## src/rtl/punc_control.sv

```systemverilog
// rtl/punc_control.sv - PUnC LC3 multi-cycle control unit (fetch/decode/execute FSM)
module punc_control #(
    parameter logic [15:0] RESET_PC = 16'h0000
) (
    input  logic        clk,
    input  logic        rst,
    input  logic [15:0] ir,
    input  logic        n_flag,
    input  logic        z_flag,
    input  logic        p_flag,
    output logic        pc_clr,
    output logic        pc_inc,
    output logic        pc_ld,
    output logic        pc_data_sel,
    output logic        pc_add_sel,
    output logic        ir_ld,
    output logic [1:0]  mem_addr_sel,
    output logic        mem_w_en,
    output logic        store_ld,
    output logic [2:0]  rf_r_addr_0,
    output logic [2:0]  rf_r_addr_1,
    output logic [2:0]  rf_w_addr,
    output logic        rf_w_en,
    output logic [1:0]  rf_w_sel,
    output logic        a_sel,
    output logic        b_sel,
    output logic [1:0]  alu_sel,
    output logic        nzp_ld,
    output logic        halted
);

    typedef enum logic [2:0] {
        S_INIT   = 3'd0,
        S_FETCH  = 3'd1,
        S_DECODE = 3'd2,
        S_EXEC   = 3'd3,
        S_EXEC2  = 3'd4,
        S_HALT   = 3'd5
    } state_t;

    localparam logic [3:0] OP_BR   = 4'b0000;
    localparam logic [3:0] OP_ADD  = 4'b0001;
    localparam logic [3:0] OP_LD   = 4'b0010;
    localparam logic [3:0] OP_ST   = 4'b0011;
    localparam logic [3:0] OP_JSR  = 4'b0100;
    localparam logic [3:0] OP_AND  = 4'b0101;
    localparam logic [3:0] OP_LDR  = 4'b0110;
    localparam logic [3:0] OP_STR  = 4'b0111;
    localparam logic [3:0] OP_NOT  = 4'b1001;
    localparam logic [3:0] OP_LDI  = 4'b1010;
    localparam logic [3:0] OP_STI  = 4'b1011;
    localparam logic [3:0] OP_JMP  = 4'b1100;
    localparam logic [3:0] OP_LEA  = 4'b1110;
    localparam logic [3:0] OP_HALT = 4'b1111;

    localparam logic [1:0] MEM_PC    = 2'b00;
    localparam logic [1:0] MEM_ALU   = 2'b01;
    localparam logic [1:0] MEM_STORE = 2'b10;
    localparam logic [1:0] WSEL_PC   = 2'b00;
    localparam logic [1:0] WSEL_MEM  = 2'b01;
    localparam logic [1:0] WSEL_ALU  = 2'b10;
    localparam logic [1:0] ALU_ADD   = 2'b00;
    localparam logic [1:0] ALU_AND   = 2'b01;
    localparam logic [1:0] ALU_NOT   = 2'b11;

    state_t      r_state;
    state_t      w_next_state;
    logic [3:0]  w_opcode;
    logic [2:0]  w_dr;
    logic [2:0]  w_base;

    // The datapath owns the PC reset value; ir[4:3] are don't-care for every opcode here.
    logic [17:0] w_unused;
    assign w_unused = {RESET_PC, ir[4:3]};

    assign w_opcode = ir[15:12];
    assign w_dr     = ir[11:9];
    assign w_base   = ir[8:6];

    // State register; reset forces INIT immediately, dropping any in-flight instruction.
    always_ff @(posedge clk or negedge rst) begin
        if (!rst) begin
            r_state <= S_INIT;
        end else begin
            r_state <= w_next_state;
        end
    end

    // Next-state and control decode; everything stays low while reset is held.
    always_comb begin
        w_next_state = r_state;
        pc_clr       = 1'b0;
        pc_inc       = 1'b0;
        pc_ld        = 1'b0;
        pc_data_sel  = 1'b0;
        pc_add_sel   = 1'b0;
        ir_ld        = 1'b0;
        mem_addr_sel = MEM_PC;
        mem_w_en     = 1'b0;
        store_ld     = 1'b0;
        rf_r_addr_0  = 3'd0;
        rf_r_addr_1  = 3'd0;
        rf_w_addr    = 3'd0;
        rf_w_en      = 1'b0;
        rf_w_sel     = WSEL_PC;
        a_sel        = 1'b0;
        b_sel        = 1'b0;
        alu_sel      = ALU_ADD;
        nzp_ld       = 1'b0;
        halted       = 1'b0;

        if (rst) begin
            case (r_state)
                S_INIT: begin
                    pc_clr       = 1'b1;
                    w_next_state = S_FETCH;
                end
                S_FETCH: begin
                    mem_addr_sel = MEM_PC;
                    ir_ld        = 1'b1;
                    pc_inc       = 1'b1;
                    w_next_state = S_DECODE;
                end
                S_DECODE: begin
                    w_next_state = (w_opcode == OP_HALT) ? S_HALT : S_EXEC;
                end
                S_EXEC: begin
                    w_next_state = S_FETCH;
                    case (w_opcode)
                        OP_ADD, OP_AND: begin
                            a_sel       = 1'b1;
                            rf_r_addr_0 = w_base;
                            rf_r_addr_1 = ir[2:0];
                            b_sel       = ir[5];
                            alu_sel     = (w_opcode == OP_AND) ? ALU_AND : ALU_ADD;
                            rf_w_addr   = w_dr;
                            rf_w_sel    = WSEL_ALU;
                            rf_w_en     = 1'b1;
                            nzp_ld      = 1'b1;
                        end
                        OP_NOT: begin
                            a_sel       = 1'b1;
                            rf_r_addr_0 = w_base;
                            alu_sel     = ALU_NOT;
                            rf_w_addr   = w_dr;
                            rf_w_sel    = WSEL_ALU;
                            rf_w_en     = 1'b1;
                            nzp_ld      = 1'b1;
                        end
                        OP_BR: begin
                            pc_ld      = (ir[11] & n_flag) | (ir[10] & z_flag) | (ir[9] & p_flag);
                            pc_add_sel = 1'b1;
                        end
                        OP_JMP: begin
                            rf_r_addr_0 = w_base;
                            pc_data_sel = 1'b1;
                            pc_ld       = 1'b1;
                        end
                        OP_JSR: begin
                            // Link write and PC load share one edge, so JSRR R7 jumps to the old R7.
                            rf_w_addr = 3'd7;
                            rf_w_sel  = WSEL_PC;
                            rf_w_en   = 1'b1;
                            pc_ld     = 1'b1;
                            if (!ir[11]) begin
                                pc_data_sel = 1'b1;
                                rf_r_addr_0 = w_base;
                            end
                        end
                        OP_LD: begin
                            b_sel        = 1'b1;
                            mem_addr_sel = MEM_ALU;
                            rf_w_sel     = WSEL_MEM;
                            rf_w_addr    = w_dr;
                            rf_w_en      = 1'b1;
                            nzp_ld       = 1'b1;
                        end
                        OP_LDR: begin
                            a_sel        = 1'b1;
                            rf_r_addr_0  = w_base;
                            b_sel        = 1'b1;
                            mem_addr_sel = MEM_ALU;
                            rf_w_sel     = WSEL_MEM;
                            rf_w_addr    = w_dr;
                            rf_w_en      = 1'b1;
                            nzp_ld       = 1'b1;
                        end
                        OP_LEA: begin
                            b_sel     = 1'b1;
                            rf_w_sel  = WSEL_ALU;
                            rf_w_addr = w_dr;
                            rf_w_en   = 1'b1;
                        end
                        OP_ST: begin
                            b_sel        = 1'b1;
                            mem_addr_sel = MEM_ALU;
                            rf_r_addr_1  = w_dr;
                            mem_w_en     = 1'b1;
                        end
                        OP_STR: begin
                            a_sel        = 1'b1;
                            rf_r_addr_0  = w_base;
                            b_sel        = 1'b1;
                            mem_addr_sel = MEM_ALU;
                            rf_r_addr_1  = w_dr;
                            mem_w_en     = 1'b1;
                        end
                        OP_LDI, OP_STI: begin
                            // First access fetches the pointer into the store register.
                            b_sel        = 1'b1;
                            mem_addr_sel = MEM_ALU;
                            store_ld     = 1'b1;
                            w_next_state = S_EXEC2;
                        end
                        default: begin
                        end
                    endcase
                end
                S_EXEC2: begin
                    mem_addr_sel = MEM_STORE;
                    w_next_state = S_FETCH;
                    if (w_opcode == OP_LDI) begin
                        rf_w_sel  = WSEL_MEM;
                        rf_w_addr = w_dr;
                        rf_w_en   = 1'b1;
                        nzp_ld    = 1'b1;
                    end else begin
                        rf_r_addr_1 = w_dr;
                        mem_w_en    = 1'b1;
                    end
                end
                S_HALT: begin
                    halted = 1'b1;
                end
                default: begin
                    w_next_state = S_INIT;
                end
            endcase
        end
    end

endmodule

```

## config.mk

```make
export PLATFORM = sky130hd
export DESIGN_NAME = punc_control
export DESIGN_NICKNAME = d
export VERILOG_FILES = /design/src/rtl/punc_control.sv
export SDC_FILE = /design/constraint.sdc
export NUM_CORES = 1
export LEC_CHECK = 0
export BUFFER_PORTS_ARGS = -buffer_cell sky130_fd_sc_hd__buf_2
export CAP_MARGIN = 20
export CORE_MARGIN = 1
export CORE_UTILIZATION = 40
export DETAILED_ROUTE_END_ITERATION = 6
export PLACE_DENSITY = 0.79
export SYNTH_ARGS = -nofsm -noshare
export SYNTH_HDL_FRONTEND = slang
export SYNTH_SLANG_ARGS = --single-unit
export TNS_END_PERCENT = 20
```

## constraint.sdc

```tcl
create_clock -name clk -period 2.15 [get_ports clk]
set_input_delay 0.3225 -clock clk [delete_from_list [all_inputs] [get_ports clk]]
set_output_delay 0.3225 -clock clk [all_outputs]
set_load 0.1 [all_outputs]
```

==> reports/results.txt <==
Asr flop ratio synth: 100%
Final cell count without fillers: 179
Final wirelength: 3130 microns
Worst slew pin tran: 0.486 ns
ANT cells: 0
Synthesized Nets: 131
GRT busiest layer: met2
H-tree depth: 1
All-Layer GR Usage: 36.8%
Post-synth EDFFs: 0
Met3 Use GR: 6.67%
Syn Area/Cell: 6.28 sq um
CP max stage delay: 0.60 ns
Max FFs per register: 3
I/O pin count: 49
Leakage: 0.000597 uW
Core ar.: 1560 sq um
Synth cell types: 39
Met2 Track Usage GR: 65.1%
Unrepaired setup endpoints after global routing: yes
Final Setup Violations: 7
Area growth syn-to-layout: 107%
Min-Delay Path Class: in2reg
Final TNS setup: -0.272 ns
Grt met1 use: 38.5%
Vias post-DR: 1,115
Worst path required time: 1.83 ns
Antenna violations before repair: 0
Final nets: 185
Yosys top cell area share: 12.5%
Crit start category: register
Max Cap Viol: 0
Violations in the final reports: design-rule violations, negative setup slack
Clock Latency Late Sink: 0.24 ns
First-pass GRT wire length: 5270 microns
Total power: 1150 uW
Final hold violation count: 0
Setup ws final: -0.0613 ns
Clk sinks: 3
Longest Clk Path Bufs: 2
Sequential share of the synthesized area: 10.9%
DRC Markers: 10
Clock Skews: 0.00594 ns
CTS buffer count: 3
Top Registers: r_state: 3 flops
PortBufs: 46
Crit path arrival time: 1.89 ns
Final slew viol count: 0
Yosys warns: 0
Layout cell share with drive strength beyond 1: 49.7%
FMAX: 452 MHz
First-pass DRT Iterations: 6
Die Y: 43.6 microns
Worst setup EP type: output pin
Largest net degree at the start of global routing: 14
Crit path cell chain: or2_4 > or4_4 > a21oi_4 > buf_12
Worst-path maximum fanout: 5
CTS tree: built
Synth Cell Area: 691 sq um
Final min period: 2.21 ns
Most frequent cell after synthesis: nor2_1
Placed Cells incl. Taps: 170
Final ANT Viol Nets: 0
Die W: 43.6 microns
Main synth FF type: dfrtp_1
Most instantiated cells after synthesis: nor2_1, nand2_1, a21oi_1
Final core occ: 91.8%
Die area: 1900 sq um
Clock transition at path regs: 0.04 ns
Starting Density: 44.3%
Final HPWL DP: 2030 microns
Yosys reg bits: 3
Row count: 14
PwrDens: 804 nW/um^2
Largest area contributor in the netlist: nor2_1
Cells after synthesis: 110
Slowest CP cell: or4_4
Vias in the first global route: 1,150
Ratio of final minimum period to clock period: 103%
Routed WL per cell: 17.5 microns
Main area contributors after synthesis: nor2_1, dfrtp_1, nand2_1
Global placer's final weighted congestion: 0.849
Clock Tree Root: clkbuf_4
Slew headroom: 67.8%
VDD IR-drop max: 826 uV
CP Class: reg2out
Iteration-0 DRC Markers: 58
Top reg by flops: r_state
Outcome: finished with violations
Vias per std cell: 6.23
Grt ovf: 0
==> cells by family (layout without fill, tap and decap cells) <==
logic type             Yosys count  count (layout)  share of synthesized area (%)
AOI/OAI and AO/OA               30              30                           31.0
DFF                              3               3                           10.9
buffers and inverters           11              64                           7.97
and+or+nand+nor                 65              65                           48.7
muxes                            1               1                           1.45
==> per-layer routing <==
metal | routed length, microns | share of wire, % | vias to the layer above
met5 | 0 | 0 | -
met4 | 178 | 5.7 | 0
met3 | 302 | 9.6 | 20
met2 | 1590 | 51 | 92
met1 | 1060 | 34 | 506
li1 | - | - | 497
==> final timing paths <==
kind	startpoint	to	slack, ns	depth (start not counted)
worst min-delay path	rst	r_state[1]	0.52	3
min in group asynchronous	rst	r_state[1]	0.54	2
max in group asynchronous	rst	r_state[0]	1.45	2
worst max register to register	r_state[0]	r_state[2]	0.93	4
worst max-delay path	r_state[1]	rf_w_addr[1]	-0.06	4
worst min register to register	r_state[0]	r_state[0]	0.70	3
==> through the flow <==
step | hold WS (ns) | area, sq um | worst slack, ns
floorplan | 0.0269 | 754 | -0.360
global placement | 0.158 | 1300 | 0.167
detailed placement | 0.161 | 1300 | 0.142
CTS | 0.501 | 1410 | -0.0276
global route | 0.552 | 1430 | -0.0958
finish | 0.516 | 1430 | -0.0613
==> cell type report <==
type | count | area [sq um]
inverters | 4 | 15.0
repair buffers | 56 | 619
flip-flops and latches | 3 | 75.1
clock buffers | 4 | 26.3
multi-input cells | 96 | 676
well taps | 16 | 20.0
fillers | 54 | 128
==> what timing repair did <==
action | 4_1_cts | 5_1_grt
setup endpoints to repair | 13 | 15
setup buffers | 3 | 1
resized for setup | 10 | 5
hold endpoints to repair | 3 | 0
pin swaps | 4 | 2
hold buffers | 1 | 0
==> critical path: cells and delay by family (launching register included) <==
family | cells | cell delay [ns]
DFF | 1 | 0.41
buffers and inverters | 1 | 0.19
AOI/OAI and AO/OA | 1 | 0.19
and+or+nand+nor | 2 | 0.85
==> layout by cell type, fill, tap and decap left out, types with 2 or more instances in the layout <==
cell        n
nor2_2      5
o2bb2ai_1   2
clkbuf_4    4
nand2_1    14
buf_2      23
and3_1      2
inv_1       4
o21ai_0     2
and2_1      4
buf_12     20
dfrtp_1     3
o21ai_1     2
nand2b_1    5
nor2_1     17
nor2b_1     2
a21oi_1     6
o22ai_1     2
buf_4      10
a21oi_4     5
==> power breakdown <==
group	switching, uW	leakage [uW]	internal [uW]
logic	635	0.000544	301
registers	33.3	0.0000377	82.3
clock network	29.8	0.0000150	69.5
Power figures use the tool's default switching activity.
